### src/rtl/bip_cpu_if.sv
// Bus between the BIP-I core and its program ROM / data RAM.
// The master side is the CPU; the slave side is the memory subsystem.
interface bip_cpu_if #(
    parameter int NB_INSTRUC = 16,
    parameter int NB_ADDR    = 11,
    parameter int NB_DATA    = 16
);
    logic [NB_INSTRUC-1:0] i_instruc;
    logic [NB_DATA-1:0]    i_data_memory;
    logic [NB_ADDR-1:0]    o_addr_program_mem;
    logic [NB_ADDR-1:0]    o_addr_data_mem;
    logic [NB_DATA-1:0]    o_data_memory;
    logic                  o_WrRam;
    logic                  o_RdRam;

    modport master (
        input  i_instruc,
        input  i_data_memory,
        output o_addr_program_mem,
        output o_addr_data_mem,
        output o_data_memory,
        output o_WrRam,
        output o_RdRam
    );

    modport slave (
        output i_instruc,
        output i_data_memory,
        input  o_addr_program_mem,
        input  o_addr_data_mem,
        input  o_data_memory,
        input  o_WrRam,
        input  o_RdRam
    );
endinterface

### src/rtl/bip_cpu.sv
// Single-cycle BIP-I accumulator CPU: one instruction per clock, PC and ACC
// update on the rising edge, memory strobes decoded combinationally.
module bip_cpu #(
    parameter int NB_INSTRUC = 16,
    parameter int NB_OPCODE  = 5,
    parameter int NB_OPERAND = 11,
    parameter int NB_ADDR    = 11,
    parameter int NB_DATA    = 16
) (
    input  logic          i_clk,
    input  logic          i_rst,
    bip_cpu_if.master     bus
);

    localparam logic [NB_OPCODE-1:0] OP_HLT  = NB_OPCODE'(0);
    localparam logic [NB_OPCODE-1:0] OP_STO  = NB_OPCODE'(1);
    localparam logic [NB_OPCODE-1:0] OP_LD   = NB_OPCODE'(2);
    localparam logic [NB_OPCODE-1:0] OP_LDI  = NB_OPCODE'(3);
    localparam logic [NB_OPCODE-1:0] OP_ADD  = NB_OPCODE'(4);
    localparam logic [NB_OPCODE-1:0] OP_ADDI = NB_OPCODE'(5);
    localparam logic [NB_OPCODE-1:0] OP_SUB  = NB_OPCODE'(6);
    localparam logic [NB_OPCODE-1:0] OP_SUBI = NB_OPCODE'(7);

    logic [NB_ADDR-1:0]    pc_reg,  pc_next;
    logic [NB_DATA-1:0]    acc_reg, acc_next;
    logic [NB_OPCODE-1:0]  opcode;
    logic [NB_OPERAND-1:0] operand;
    logic [NB_DATA-1:0]    operand_ext;
    logic [NB_DATA-1:0]    alu_b;
    logic [NB_DATA-1:0]    alu_result;
    logic                  wr_en;
    logic                  rd_en;

    assign opcode  = bus.i_instruc[NB_INSTRUC-1 -: NB_OPCODE];
    assign operand = bus.i_instruc[NB_OPERAND-1:0];

    genvar gi;
    generate
        for (gi = 0; gi < NB_DATA; gi++) begin : g_sext
            if (gi < NB_OPERAND) begin : g_low
                assign operand_ext[gi] = operand[gi];
            end else begin : g_high
                assign operand_ext[gi] = operand[NB_OPERAND-1];
            end
        end
    endgenerate

    // Arithmetic opcodes share one adder: bit 0 selects the immediate operand,
    // bit 1 selects subtraction (ADD/ADDI/SUB/SUBI = 100/101/110/111).
    assign alu_b      = opcode[0] ? operand_ext : bus.i_data_memory;
    assign alu_result = opcode[1] ? (acc_reg - alu_b) : (acc_reg + alu_b);

    always_comb begin
        pc_next  = pc_reg + NB_ADDR'(1);
        acc_next = acc_reg;
        wr_en    = 1'b0;
        rd_en    = 1'b0;
        case (opcode)
            OP_HLT:  pc_next  = pc_reg;
            OP_STO:  wr_en    = 1'b1;
            OP_LD: begin
                rd_en    = 1'b1;
                acc_next = bus.i_data_memory;
            end
            OP_LDI:  acc_next = operand_ext;
            OP_ADD, OP_SUB: begin
                rd_en    = 1'b1;
                acc_next = alu_result;
            end
            OP_ADDI, OP_SUBI: acc_next = alu_result;
            default: ;
        endcase
    end

    always_ff @(posedge i_clk) begin
        if (i_rst) begin
            pc_reg  <= '0;
            acc_reg <= '0;
        end else begin
            pc_reg  <= pc_next;
            acc_reg <= acc_next;
        end
    end

    // Strobes are masked during reset so a stale instruction cannot touch RAM.
    assign bus.o_WrRam            = wr_en & ~i_rst;
    assign bus.o_RdRam            = rd_en & ~i_rst;
    assign bus.o_addr_program_mem = pc_reg;
    assign bus.o_addr_data_mem    = operand;
    assign bus.o_data_memory      = acc_reg;

endmodule

### src/flat_wrapper.sv
// flat-port wrapper written by rule: the top's interface ports become plain ports
module bip_cpu_flat 
#(
    parameter int NB_INSTRUC = 16,
    parameter int NB_OPCODE  = 5,
    parameter int NB_OPERAND = 11,
    parameter int NB_ADDR    = 11,
    parameter int NB_DATA    = 16
)
  (i_clk, i_rst, bus_i_instruc, bus_i_data_memory, bus_o_addr_program_mem, bus_o_addr_data_mem, bus_o_data_memory, bus_o_WrRam, bus_o_RdRam);
  bip_cpu_if #(.NB_INSTRUC(NB_INSTRUC), .NB_ADDR(NB_ADDR), .NB_DATA(NB_DATA)) bus_i ();
  input  logic i_clk;
  input  logic i_rst;
  input wire logic [$bits(bus_i.i_instruc)-1:0] bus_i_instruc;
  input wire logic [$bits(bus_i.i_data_memory)-1:0] bus_i_data_memory;
  output wire logic [$bits(bus_i.o_addr_program_mem)-1:0] bus_o_addr_program_mem;
  output wire logic [$bits(bus_i.o_addr_data_mem)-1:0] bus_o_addr_data_mem;
  output wire logic [$bits(bus_i.o_data_memory)-1:0] bus_o_data_memory;
  output wire logic [$bits(bus_i.o_WrRam)-1:0] bus_o_WrRam;
  output wire logic [$bits(bus_i.o_RdRam)-1:0] bus_o_RdRam;
  assign bus_i.i_instruc = bus_i_instruc;
  assign bus_i.i_data_memory = bus_i_data_memory;
  assign bus_o_addr_program_mem = bus_i.o_addr_program_mem;
  assign bus_o_addr_data_mem = bus_i.o_addr_data_mem;
  assign bus_o_data_memory = bus_i.o_data_memory;
  assign bus_o_WrRam = bus_i.o_WrRam;
  assign bus_o_RdRam = bus_i.o_RdRam;
  bip_cpu #(.NB_INSTRUC(NB_INSTRUC), .NB_OPCODE(NB_OPCODE), .NB_OPERAND(NB_OPERAND), .NB_ADDR(NB_ADDR), .NB_DATA(NB_DATA)) u_core (.i_clk(i_clk), .i_rst(i_rst), .bus(bus_i));
endmodule
### config.mk
export PLATFORM = sky130hd
export DESIGN_NAME = bip_cpu_flat
export DESIGN_NICKNAME = d
export VERILOG_FILES = /design/src/rtl/bip_cpu_if.sv /design/src/rtl/bip_cpu.sv /design/src/flat_wrapper.sv
export SDC_FILE = /design/constraint.sdc
export NUM_CORES = 1
export LEC_CHECK = 0
export ABC_CLOCK_PERIOD_IN_PS = 11950
export BUFFER_PORTS_ARGS = -buffer_cell sky130_fd_sc_hd__buf_2
export CORE_ASPECT_RATIO = 0.7
export CORE_UTILIZATION = 30
export DETAILED_ROUTE_END_ITERATION = 6
export GPL_TIMING_DRIVEN = 0
export SLEW_MARGIN = 10
export SYNTH_ARGS = -nofsm -noshare
export SYNTH_HDL_FRONTEND = slang
export SYNTH_SLANG_ARGS = --single-unit
### constraint.sdc
create_clock -name i_clk -period 11.95 [get_ports i_clk]
set_clock_uncertainty 0.15 [all_clocks]
set_input_delay 2.39 -clock i_clk [delete_from_list [all_inputs] [get_ports i_clk]]
set_output_delay 2.39 -clock i_clk [all_outputs]
set_load 0.02 [all_outputs]
Yosys cells after proc, flatten, opt, wreduce, memory -nomap -nowiden
Index checks and enable logic that the tools add are counted.

operators by class
  $add $sub $neg = 3
  eq/ne operators = 7
  muxes and demuxes = 5
  bitwise logic cells = 3
  reduce and logical (&&, ||, !) cells = 4

operators by type and width
  cell                     count
  $pmux W16 S3             1
  $mux W16                 2
  $eq A5 B3 Y1 const B     4
  $add A16 B16 Y16         1
  $sub A16 B16 Y16         1
  $add A11 B1 Y11 const B  1
  $eq A5 B2 Y1 const B     2
  $eq A5 B1 Y1 const B     1
  $logic_not A5 Y1         1
  $reduce_or A4 Y1         1
  $reduce_bool A3 Y1       1
  $reduce_or A3 Y1         1
  $and A1 B1 Y1            2
  $mux W1                  2
  $not A1 Y1               1

word-level totals
  register bits = 27
  output and inout bits = 40

Longest topological paths before layout
  depth after elaboration = 4
  depth in mapped cells = 18

Worst setup path before layout
No wires, ideal clock.

  path type = input to output
  start = input port bus_i_instruc[11]
  end = output port bus_o_RdRam
  data arrival time = 3.749 ns
  data required time = 9.410 ns
  slack = 5.661 ns
  stages on the path = 6
  buffers on the path = 5
  path through = buf_6 buf_8 buf_2 buf_1 buf_2 nor3_1

between the ends
  longest elaborated chain between the ends = 4

ends and longest elaborated chain
  item                                                 line                RTL
  start: declaration                                   flat_wrapper.sv:14  input wire logic [$bits(bus_i.i_instruc)-1:0] bus_i_instruc;
  $eq A5 B2 Y1 / $eq A5 B3 Y1 (equally long branches)  bip_cpu.sv:58       case (opcode)
  $reduce_or A3 Y1 (no line) *                         --
  $mux W1 *                                            bip_cpu.sv:58
  $and A1 B1 Y1 *                                      bip_cpu.sv:87       assign bus.o_RdRam = rd_en & ~i_rst;
  end: declaration                                     flat_wrapper.sv:20  output wire logic [$bits(bus_i.o_RdRam)-1:0] bus_o_RdRam;

Mark *: on every way between the ends. The rest lies on a longest branch, timed or not.

Worst setup path after layout
  start = input port bus_i_instruc[11]
  end = register u_core.acc_reg[15], in the netlist u_core.bus.o_data_memory[15]

between the ends
  longest elaborated chain between the ends = 4

ends and longest elaborated chain
  item                                                         line           RTL
  $mux W16                                                     bip_cpu.sv:50  assign alu_b = opcode[0] ? operand_ext : bus.i_data_memory;
  $add A16 B16 Y16 / $sub A16 B16 Y16 (equally long branches)  bip_cpu.sv:51  assign alu_result = opcode[1] ? (acc_reg - alu_b) : (acc_reg + alu_b);
  $mux W16                                                     bip_cpu.sv:51
  $pmux W16 S3                                                 bip_cpu.sv:58
  end signal: assignment                                       bip_cpu.sv:81  acc_reg <= acc_next;
  end: declaration                                             bip_cpu.sv:25  logic [NB_DATA-1:0] acc_reg, acc_next;

Parallel ways exist; a longest one is shown, timed or not.
A chain may end at the register's enable or synchronous reset.

==> summary.txt <==
Clock tree
  – CTS clk-pin slew, worst paths: 0.08 ns
  – Post-CTS Setup Inserts: 0
  – Root buffer cell: clkbuf_16
  – H-tree levels: 1
  – Clk_lat worst skew: between 0.2 and 0.3 ns
  – TritonCTS Sinks: 27
  – Longest Clk Path Bufs: 2
  – CTS tree: yes
  – Hold Buf Count CTS: 0
  – Num CTS Buffers: 3
  – Cts repair resizes: 0

Final layout
  – # fillers: 921
  – Layout cells sized above 1: 0.238
  – Number of nets in the layout: approximately 470
  – Commonest non-fill, non-tap cell in the layout: buf_2
  – Design Area, Final: around 3200 sq um
  – Fin cells: 536
  – Area of the multi-input gates: 1910 sq um
  – Commonest cells after routing, fill and taps aside: 74 x buf_2, 49 x nor2_1, 27 x dfxtp_1
  – Finished Core Util: 0.380
  – Register area: 541 sq um
  – Area grow syn2layout: 22.2%
  – Antenna cells: 0

GRT
  – GRT Util Overall: 0.175
  – Vias in the first global route: ~2,400
  – Largest net degree at the start of global routing: 17
  – First-pass GRT wire length: 12,700 um
  – Initial antenna violation count: 0
  – Global route total overflow: 0

Yosys
  – Synthesized-area fraction occupied by adder cells: 0.0879
  – Area of the mapped netlist: 2650 sq um
  – Multiplexer area fraction after synthesis: 0.0459
  – Number of synthesized flops with an enable pin: 0
  – Area share of the largest cell type after synthesis: 0.204
  – Post-Synthesis Cells: ~340
  – Largest cells by area after synthesis: dfxtp_1 20%, ha_1 8.0%, nor2_1 7.0%, xnor2_1 6.0%, xor2_1 5.3%
  – Syn Nets: slightly below 400
  – Area fraction in compound gates after synthesis: 0.252
  – Register bit total from synthesis: 27
  – Combinational family with the most area after synthesis: compound AO/OA/AOI/OAI gates
  – Synth area leader: dfxtp_1
  – Xor and xnor area share after synthesis: 0.113
  – Warnings, synthesis: 0
  – Cell variety after synth: 54
  – Sequential-to-total area share from yosys stat: 0.204
  – Simple-gate share of the synthesized area: 0.224
  – Mean post-synth cell area: approximately 7.8 sq um
  – Main synth FF type: dfxtp_1
  – Ys async rst share: 0

Timing
  – Setup TNS: 0 ns
  – Final WS setup: 5.33 ns
  – Slew headroom: 0.619
  – RSZ-0062 raised after global routing: no
  – Slew Viols, Final: 0
  – Hold Vio Cnt, Final: 0
  – Worst-Margin Slew: about 0.57 ns
  – # setup viols final: 0
  – Fin Hold WS: approximately 0.35 ns
  – Max Freq: 151 MHz
  – Period minus WS final: 6.62 ns
  – Final period utilization: 0.554

Power
  – Pleak: 1.47 nW
  – Pwr dens: approximately 97 nW/um^2
  – Overall power: 0.313 mW
  – Max IR drop VDD: 42.1 uV

Critical path
  – CP delay by family, top: buffers and inverters
  – CP Launch Point: bus_i_instruc[11]
  – Buf/Inv on CP: 5
  – CP endpoint kind: flip-flop
  – Worst R2R End: u_core.bus.o_data_memory[14]
  – Crit path launch type: primary input
  – Arr. time, crit path: around 6.6 ns
  – R2R cell count: 11
  – Worst r2r src: u_core.bus.o_data_memory[0]
  – Crit path cell chain: buf_6, buf_8, buf_2, buf_1, buf_2, mux2i_1, ha_1, o221ai_1, nor4_2, nor3b_2, nor3_1, a21oi_1, o22a_1, ha_1, and4_1, a221oi_1, xnor2_1, o32ai_1
  – Crit Path Class: primary input to flip-flop
  – Req. time, crit path: 11.94 ns
  – CP Depth: 18
  – Reg-to-reg setup timing slack: slightly above 9 ns
  – CP Capture Point: u_core.bus.o_data_memory[15]
  – CP max-delay cell: buf_1
  – CP peak stage delay: 0.48 ns
  – Worst-path fanout max: 10

Flow run
  – Max Cap Viol: 0

Placed design
  – DP Area: between 3000 and 4000 sq um
  – Placer Congestion: approximately 0.83
  – Place WS: 5.06 ns
  – Inst Count DP: ~530
  – I/O Buffers: 71
  – Detail Placement HPWL: 6370 um

Floorplan
  – Die height: between 80 and 90 um
  – Core Region: 8510 sq um
  – # IOs: 74
  – Initial core utilization: 0.311
  – DIE AREA: 9210 sq um
  – Cell Rows: 28
  – DIE WIDTH: between 100 and 150 um

Detailed routing
  – Via Count: between 2,000 and 3,000
  – Drt total wl: 7840 um
  – WL/cell: 14.6 um
  – ANT nets after route: 0
  – Initial DRC count: approximately 160
  – Via density: 5.14
  – DR pass1 iterations: 5
  – DRC violations left: 0

Min path
  – HP Class: flip-flop to flip-flop
  – Hold Startpoint: u_core.bus.o_data_memory[0]

Run status
  – Status: finished, final reports clean
layout make-up:
type	count	share of cell area
Sequential cell	27	0.167
Tap cell	120	0.0464
Clock buffer	3	0.0232
Multi-Input combinational cell	279	0.591
Timing Repair Buffer	71	0.110
Buffer	26	0.0499
Clock inverter	1	0.00232
Inverter	9	0.0104
cells in the mapped netlist (2+ instances only):
cell       n
xnor2_1   18
nor3b_2    2
nor3b_1    4
and4_1     2
mux2i_1   11
o21ai_0   16
a21o_1     9
or3_1      2
dfxtp_1   27
a221o_1    5
xor2_1    16
a31oi_1    3
nand2b_1   6
nand2_1   16
a211oi_1   3
o21ai_1    3
nand4_1    4
nand3_1    4
buf_4     11
a221oi_1   6
nor3_1    16
and3_1     3
ha_1      17
nor4_1     2
clkbuf_1   9
buf_2      3
nor2_1    49
and2_1     2
o21bai_1   3
o21a_1     5
inv_1      9
o31ai_1    2
o22a_1     2
a21oi_1   26
o32ai_1    6
worst min-delay path by stage:
stage,end,cells after the start
after floorplan,u_core.bus.o_data_memory[0],2
final,u_core.bus.o_data_memory[0],2
after detailed placement,u_core.bus.o_data_memory[0],2
after global placement,u_core.bus.o_addr_program_mem[9],2
after global routing,u_core.bus.o_data_memory[3],2
after CTS,u_core.bus.o_data_memory[0],2
cell families after synthesis:
logic type               count (synthesis)
AND/OR/NAND/NOR                        118
AO/OA/AOI/OAI                           97
buffers and inverters                   35
XOR/XNOR                                34
flip-flops                              27
adder cells (fa/ha/maj)                 18
multiplexers                            12
power breakdown:
part / internal, mW / switching [mW]
clock network: 0.0456 / 0.0352
registers: 0.0954 / 0.00484
logic: 0.0556 / 0.0766
total: 0.197 / 0.117
per-layer routing:
layer | wire length (um) | part of all wire | track usage
met1 | 4150 | 0.53 | 0.267
met2 | 3120 | 0.40 | 0.260
met5 | 0 | 0 | 0
met4 | 34 | 0.0043 | 0.0221
met3 | 541 | 0.069 | 0.0272
sequential cells by signal, summed over array words and instances, names as in the netlist:
name	flops
u_core.bus.o_data_memory	16
u_core.bus.o_addr_program_mem	11
tightest hold or removal path: cells and delay by family, from the launching register on:
family                 cells  cell delay, ns
DFF                        1            0.31
AOI/OAI and AO/OA          1            0.07
buffers and inverters      1            0.07
Power figures use the tool's default switching activity.
